`src/rtl/unipolar_rz_pkg.sv`:
```
// unipolar_rz_pkg
// Shared definitions for the unipolar return-to-zero LED line transmitter and
// receiver: the time-to-cycle conversion used to derive counter limits from
// physical timing parameters, and the receiver state encoding.
package unipolar_rz_pkg;

    // Receiver states: SYNC waits for a reset gap to establish word
    // alignment, LOW waits for the next pulse, HIGH measures a pulse.
    typedef enum logic [1:0] {
        SYNC,
        LOW,
        HIGH
    } rx_state_t;

    // Converts a duration in seconds to a whole number of clock cycles,
    // rounded to nearest.
    function automatic int time_to_cycles(real seconds, real clock_rate);
        return $rtoi(seconds * clock_rate + 0.5);
    endfunction

endpackage

```
`src/rtl/rz_line_sync.sv`:
```
// rz_line_sync
// Two-flop synchronizer for the asynchronous serial line, followed by a
// history flop that provides single-cycle rise/fall strobes on the
// synchronized level.
// Ports:
//   clock   - system clock
//   reset   - synchronous, active-high reset
//   line_in - raw line, asynchronous to clock
//   ls      - synchronized line level
//   rise    - high for one cycle on the first cycle ls is high
//   fall    - high for one cycle on the first cycle ls is low
module rz_line_sync (
    input  logic clock,
    input  logic reset,
    input  logic line_in,
    output logic ls,
    output logic rise,
    output logic fall
);

    logic meta_q, meta_d;
    logic sync_q, sync_d;
    logic prev_q, prev_d;

    always_comb begin
        meta_d = line_in;
        sync_d = meta_q;
        prev_d = sync_q;
    end

    always_ff @(posedge clock) begin
        if (reset) begin
            meta_q <= 1'b0;
            sync_q <= 1'b0;
            prev_q <= 1'b0;
        end else begin
            meta_q <= meta_d;
            sync_q <= sync_d;
            prev_q <= prev_d;
        end
    end

    assign ls   = sync_q;
    assign rise = sync_q & ~prev_q;
    assign fall = ~sync_q & prev_q;

endmodule

```
`src/rtl/unipolar_rz_rx.sv`:
```
// unipolar_rz_rx
// Receiver/decoder for the single-wire unipolar return-to-zero LED protocol
// (SK6805/WS2812 class). Each high pulse is classified as a 0 or 1 by its
// width, bits are assembled LSB first into DATA_WIDTH-bit words, and a long
// low gap marks the end of a frame.
// Ports:
//   clock     - system clock
//   reset     - synchronous, active-high reset
//   line      - raw serial line, asynchronous to clock
//   data      - last complete word, bit 0 = first bit received
//   valid     - one-cycle pulse when data is updated
//   frame_end - one-cycle pulse when the reset gap is detected
//   error     - one-cycle pulse on a timing violation or partial word
//   line_out  - forwarded line (constant 0 unless forwarding is built)
// Configuration:
//   UNIPOLAR_RZ_RX_FORWARD_EN - when defined, every word after the first of a
//   frame is regenerated on line_out, one cycle behind the synchronized line.
module unipolar_rz_rx #(
    parameter int  DATA_WIDTH     = 24,
    parameter real CLOCK_RATE     = 100e6,
    parameter real ZERO_HIGH_TIME = 0.3e-6,
    parameter real ONE_HIGH_TIME  = 0.6e-6,
    parameter real MIN_HIGH_TIME  = 0.1e-6,
    parameter real MAX_HIGH_TIME  = 1.0e-6,
    parameter real RESET_TIME     = 50e-6
) (
    input  logic                  clock,
    input  logic                  reset,
    input  logic                  line,
    output logic [DATA_WIDTH-1:0] data,
    output logic                  valid,
    output logic                  frame_end,
    output logic                  error,
    output logic                  line_out
);

    import unipolar_rz_pkg::*;

    localparam int THRESHOLD_CYCLES = time_to_cycles((ZERO_HIGH_TIME + ONE_HIGH_TIME) / 2.0, CLOCK_RATE);
    localparam int MIN_CYCLES       = time_to_cycles(MIN_HIGH_TIME, CLOCK_RATE);
    localparam int MAX_CYCLES       = time_to_cycles(MAX_HIGH_TIME, CLOCK_RATE);
    localparam int RESET_CYCLES     = time_to_cycles(RESET_TIME, CLOCK_RATE);
    localparam int CW               = $clog2(RESET_CYCLES + 1);
    localparam int BW               = (DATA_WIDTH > 1) ? $clog2(DATA_WIDTH) : 1;

    localparam logic [CW-1:0] THRESH_CNT   = CW'(THRESHOLD_CYCLES);
    localparam logic [CW-1:0] MIN_CNT      = CW'(MIN_CYCLES);
    localparam logic [CW-1:0] MAX_CNT      = CW'(MAX_CYCLES);
    localparam logic [CW-1:0] RESET_CNT    = CW'(RESET_CYCLES);
    localparam logic [CW-1:0] RESET_CNT_M1 = CW'(RESET_CYCLES - 1);
    localparam logic [BW-1:0] LAST_BIT     = BW'(DATA_WIDTH - 1);

    logic ls, ls_rise, ls_fall;

    rz_line_sync u_sync (
        .clock   (clock),
        .reset   (reset),
        .line_in (line),
        .ls      (ls),
        .rise    (ls_rise),
        .fall    (ls_fall)
    );

    rx_state_t             state_q, state_d;
    logic [CW-1:0]         cnt_q, cnt_d;
    logic [BW-1:0]         bit_cnt_q, bit_cnt_d;
    logic [DATA_WIDTH-1:0] shift_q, shift_d;
    logic [DATA_WIDTH-1:0] data_q, data_d;
    logic                  valid_q, valid_d;
    logic                  frame_end_q, frame_end_d;
    logic                  error_q, error_d;
    logic                  bit_val;
    logic [DATA_WIDTH-1:0] shifted;

    // The counter restarts at 1 on an edge so that, on the cycle of the next
    // edge, it equals the number of cycles the previous level lasted.
    // Limits are detected one count early so each event is registered on the
    // cycle the count actually reaches its limit, and the saturated value
    // never fires them again.
    always_comb begin
        state_d     = state_q;
        bit_cnt_d   = bit_cnt_q;
        shift_d     = shift_q;
        data_d      = data_q;
        valid_d     = 1'b0;
        frame_end_d = 1'b0;
        error_d     = 1'b0;
        bit_val     = (cnt_q >= THRESH_CNT);
        shifted     = {bit_val, shift_q[DATA_WIDTH-1:1]};

        if (ls_rise || ls_fall) begin
            cnt_d = CW'(1);
        end else if (cnt_q != RESET_CNT) begin
            cnt_d = cnt_q + 1'b1;
        end else begin
            cnt_d = cnt_q;
        end

        case (state_q)
            SYNC: begin
                bit_cnt_d = '0;
                if (!ls && !ls_fall && cnt_q >= RESET_CNT_M1) begin
                    state_d = LOW;
                end
            end
            LOW: begin
                if (ls_rise) begin
                    state_d = HIGH;
                end else if (cnt_q == RESET_CNT_M1) begin
                    frame_end_d = 1'b1;
                    error_d     = (bit_cnt_q != '0);
                    bit_cnt_d   = '0;
                end
            end
            HIGH: begin
                if (ls_fall) begin
                    if (cnt_q < MIN_CNT) begin
                        error_d   = 1'b1;
                        bit_cnt_d = '0;
                        state_d   = SYNC;
                    end else begin
                        shift_d = shifted;
                        state_d = LOW;
                        if (bit_cnt_q == LAST_BIT) begin
                            data_d    = shifted;
                            valid_d   = 1'b1;
                            bit_cnt_d = '0;
                        end else begin
                            bit_cnt_d = bit_cnt_q + 1'b1;
                        end
                    end
                end else if (cnt_q == MAX_CNT) begin
                    error_d   = 1'b1;
                    bit_cnt_d = '0;
                    state_d   = SYNC;
                end
            end
            default: begin
                bit_cnt_d = '0;
                state_d   = SYNC;
            end
        endcase
    end

    always_ff @(posedge clock) begin
        if (reset) begin
            state_q     <= SYNC;
            cnt_q       <= '0;
            bit_cnt_q   <= '0;
            shift_q     <= '0;
            data_q      <= '0;
            valid_q     <= 1'b0;
            frame_end_q <= 1'b0;
            error_q     <= 1'b0;
        end else begin
            state_q     <= state_d;
            cnt_q       <= cnt_d;
            bit_cnt_q   <= bit_cnt_d;
            shift_q     <= shift_d;
            data_q      <= data_d;
            valid_q     <= valid_d;
            frame_end_q <= frame_end_d;
            error_q     <= error_d;
        end
    end

    assign data      = data_q;
    assign valid     = valid_q;
    assign frame_end = frame_end_q;
    assign error     = error_q;

`ifdef UNIPOLAR_RZ_RX_FORWARD_EN
    logic fwd_q, fwd_d;
    logic line_out_q, line_out_d;

    // Forwarding opens once the first word of a frame has been consumed and
    // closes at the frame gap, so each receiver strips exactly one word.
    always_comb begin
        fwd_d = fwd_q;
        if (frame_end_d) begin
            fwd_d = 1'b0;
        end else if (valid_d) begin
            fwd_d = 1'b1;
        end
        line_out_d = fwd_q && !frame_end_d && ls;
    end

    always_ff @(posedge clock) begin
        if (reset) begin
            fwd_q      <= 1'b0;
            line_out_q <= 1'b0;
        end else begin
            fwd_q      <= fwd_d;
            line_out_q <= line_out_d;
        end
    end

    assign line_out = line_out_q;
`else
    assign line_out = 1'b0;
`endif

endmodule

```
`config.mk`:
```
export PLATFORM = sky130hd
export DESIGN_NAME = unipolar_rz_rx
export DESIGN_NICKNAME = d
export VERILOG_FILES = /design/src/rtl/unipolar_rz_pkg.sv /design/src/rtl/rz_line_sync.sv /design/src/rtl/unipolar_rz_rx.sv
export SDC_FILE = /design/constraint.sdc
export NUM_CORES = 1
export LEC_CHECK = 0
export ABC_AREA = 1
export BUFFER_PORTS_ARGS = -buffer_cell sky130_fd_sc_hd__buf_2
export CAP_MARGIN = 20
export CORE_MARGIN = 5
export CORE_UTILIZATION = 54
export CTS_CLUSTER_DIAMETER = 120
export CTS_CLUSTER_SIZE = 25
export DETAILED_ROUTE_END_ITERATION = 6
export GPL_TIMING_DRIVEN = 0
export PLACE_DENSITY = 0.85
export SYNTH_ARGS = -nofsm -noshare
export SYNTH_HDL_FRONTEND = slang
export SYNTH_HIERARCHICAL = 1
export SYNTH_SLANG_ARGS = --single-unit
```
`constraint.sdc`:
```
create_clock -name clock -period 2.15 [get_ports clock]
set_clock_uncertainty 0.2 [all_clocks]
set_input_delay 0.43 -clock clock [delete_from_list [all_inputs] [get_ports clock]]
set_output_delay 0.43 -clock clock [all_outputs]
set_load 0.02 [all_outputs]
```
==> results.cfg <==
[layout]
utilization_pct = 63.0
area_growth_syn_to_layout_pct = 13.6
design_area_um2 = 3710
finish.net_count = 485
drive_gt1_share_pct = 18.2
n_antenna_cell = 0
layout.cells.non_filler = 552

[timing]
tns_ns = 0
relSlewSlack_pct = 63.6
hold_viol = 0
rsz0062_at_grt = no
setup_viol = 0
finalCriticalPeriod_ns = 1.89
maxSlewViolCount = 0
finalCritPeriodShare_pct = 87.7
worstMarginPinSlew_ns = 0.546
fmax_mhz = 530

[setup_path]
arrival_ns = 1.97
r2r_cells = 6
reg2reg_slack_ns = 0.26
crit_chain = ha_1, nand2_1, nor3_4, buf_4, nand3_1, a21oi_2
crit_end = data[18]$_SDFFE_PP0P_
cp.depth = 6
cp-startpoint = bit_cnt_q[0]$_SDFFE_PP0P_
max_stage_delay_ns = 0.40
crit_buf_inv = 1
endpoint_kind = flip-flop
crit_path_start_kind = flip-flop
critPathTopFamily = simple AND/OR/NAND/NOR gates
critical_path.max_fanout = 10
slowest_stage = nor3_4
timing.rr.start = bit_cnt_q[0]$_SDFFE_PP0P_
required_ns = 2.23
crit_type = flip-flop to flip-flop
worst_r2r_endpoint = data[18]$_SDFFE_PP0P_

[clock_network]
cts_inserted_buffers = 9
clk_path_buf_depth = 2
cts.hold.buffers_added = 0
path_clk_slew_ns = 0.08
clock_latency_ns = 0.35
cts_root_buf = clkbuf_8
htree_levels = 3
cts_tree = built
cts.sinks = 73

[routing]
wire_per_inst_um = 12.4
drc = 0
dr.pass1.iters = 4
routed_wl_um = 6830
vias = 2870
drt_iter0_drc = 217
ant_nets = 0
vias_per_cell = 5.20

[placed_design]
gp_congestion = 0.882
hpwl_um = 4940
port_buffers = 29
dpl.cell_count = 536
place_area_um2 = 3500

[synth]
synth_fp_nets = 445
synth_area_leaders = dfxtp_1, nand2_1, a21oi_1
yosysMostFrequentCell = nand2_1
yosys_most_used_dff = dfxtp_1
synth_top_area_share_pct = 44.8
yosys.area.top_type = dfxtp_1
postSynthCellCount = 432
async_flop_share_pct = 0
ys_warn_count = 6
synth_cell_types = 36
synth_edf_count = 0
netlist_area_um2 = 3270
yosys-top-cells-count = nand2_1, dfxtp_1, inv_1
synth_area_per_cell_um2 = 7.56
ys_ff_latch = 73
synth_seq_area_share_pct = 44.8

[floorplanning]
rows = 28
pin_count = 31
die_x_um = 87.8
start_util_pct = 55.5
die-area_um2 = 7700
die_y_um = 87.8
core_area_um2 = 5890

[power]
power.density_nw_per_um2 = 682
p_leak_nw = 1.52
vdd_drop_max_uv = 569

[status]
outcome = finished, final reports clean

[flow_run]
max_cap_viol_count = 0

[worst_hold_path]
hold_path_class = primary input to flip-flop

[grt]
grt_pass1_vias = 2762
grt_max_degree = 15
antenna_found_initial = 0
gr-total-overflow = 0
grt_pass1_wl_um = 11800
grt_use_total_pct = 19.2
## where the power goes
group / total (mW) / leakage (nW) / switching, mW / internal [mW]
combinational: 0.0727 / 0.835 / 0.0528 / 0.0199
sequential: 1.36 / 0.589 / 0.00606 / 1.36
clock: 1.09 / 0.100 / 0.548 / 0.546
total: 2.53 / 1.52 / 0.607 / 1.92
## worst min-delay path by stage
stage,slack (ns),from,end,cells after the start
finish,0.07,reset,u_sync/ls$_SDFF_PP0_,2
global route,0.06,reset,u_sync/ls$_SDFF_PP0_,2
CTS,0.06,reset,u_sync/ls$_SDFF_PP0_,2
detailed placement,0.20,u_sync/meta_q$_SDFF_PP0_,u_sync/ls$_SDFF_PP0_,2
global placement,0.19,u_sync/meta_q$_SDFF_PP0_,u_sync/ls$_SDFF_PP0_,2
floorplan,0.19,u_sync/meta_q$_SDFF_PP0_,u_sync/ls$_SDFF_PP0_,2
## layout make-up
class,count,area [um2]
Buffer,15,97.6
Clock buffer,9,124
Clock inverter,7,77.6
Fill cell,520,2180
Inverter,54,209
Multi-Input combinational cell,290,1500
Sequential cell,73,1460
Tap cell,75,93.8
Timing Repair Buffer,29,145
## through the flow
step	worst slack (ns)	hold slack (ns)	power (mW)
4_1_cts	0.212	0.0588	2.54
6_report	0.264	0.0699	2.53
5_1_grt	0.0519	0.0600	2.61
3_3_place_gp	0.144	0.190	1.46
3_5_place_dp	0.120	0.199	1.47
2_1_floorplan	0.471	0.188	1.45
## timing repair
action | in CTS | in global routing
gates resized for setup | 0 | 1
buffers inserted | 0 | 0
setup endpoints to repair | 0 | 1
## state kept, by name, summed over array words and instances (netlist names)
signal and flops:
bit_cnt_q 5, state_q 2, error 1, u_sync/meta_q 1
valid 1, frame_end 1, data 24, u_sync/ls 1
shift_q 23, cnt_q 13, u_sync/prev_q 1
## layer usage
layer	up-vias	global-route usage [%]	share of wire [%]	wire [um]
li1	1467	-	-	-
met1	1313	23.1	45	3050
met2	70	32.6	48	3300
met3	20	3.48	4.6	311
met4	0	9.76	2.5	174
met5	-	0	0	0
## logic make-up (layout without fill, tap and decap cells)
family	Yosys count	count (layout)	synth area share, %
AO/OA/AOI/OAI	86	86	14.3
flip-flops	73	73	44.8
adder cells (fa/ha/maj)	10	10	3.83
AND/OR/NAND/NOR	192	192	27.3
other	1	1	0.115
buffers and inverters	69	114	9.39
XOR/XNOR	1	1	0.268
## cell usage in the layout, fill, tap and decap left out, types with 2 or more instances in the layout
cell	instances
a21oi_1	41
a21oi_2	7
buf_2	32
buf_4	5
clkbuf_1	4
clkbuf_8	9
clkinv_2	2
clkinv_4	2
dfxtp_1	73
ha_1	10
inv_1	49
inv_2	3
inv_6	3
nand2_1	82
nand2_2	7
nand3_1	38
nand3_4	2
nand3b_1	2
nand4_1	4
nor2_1	45
nor2_2	6
o21ai_0	30
o21ai_1	4
(Power assumes the default switching activity.)
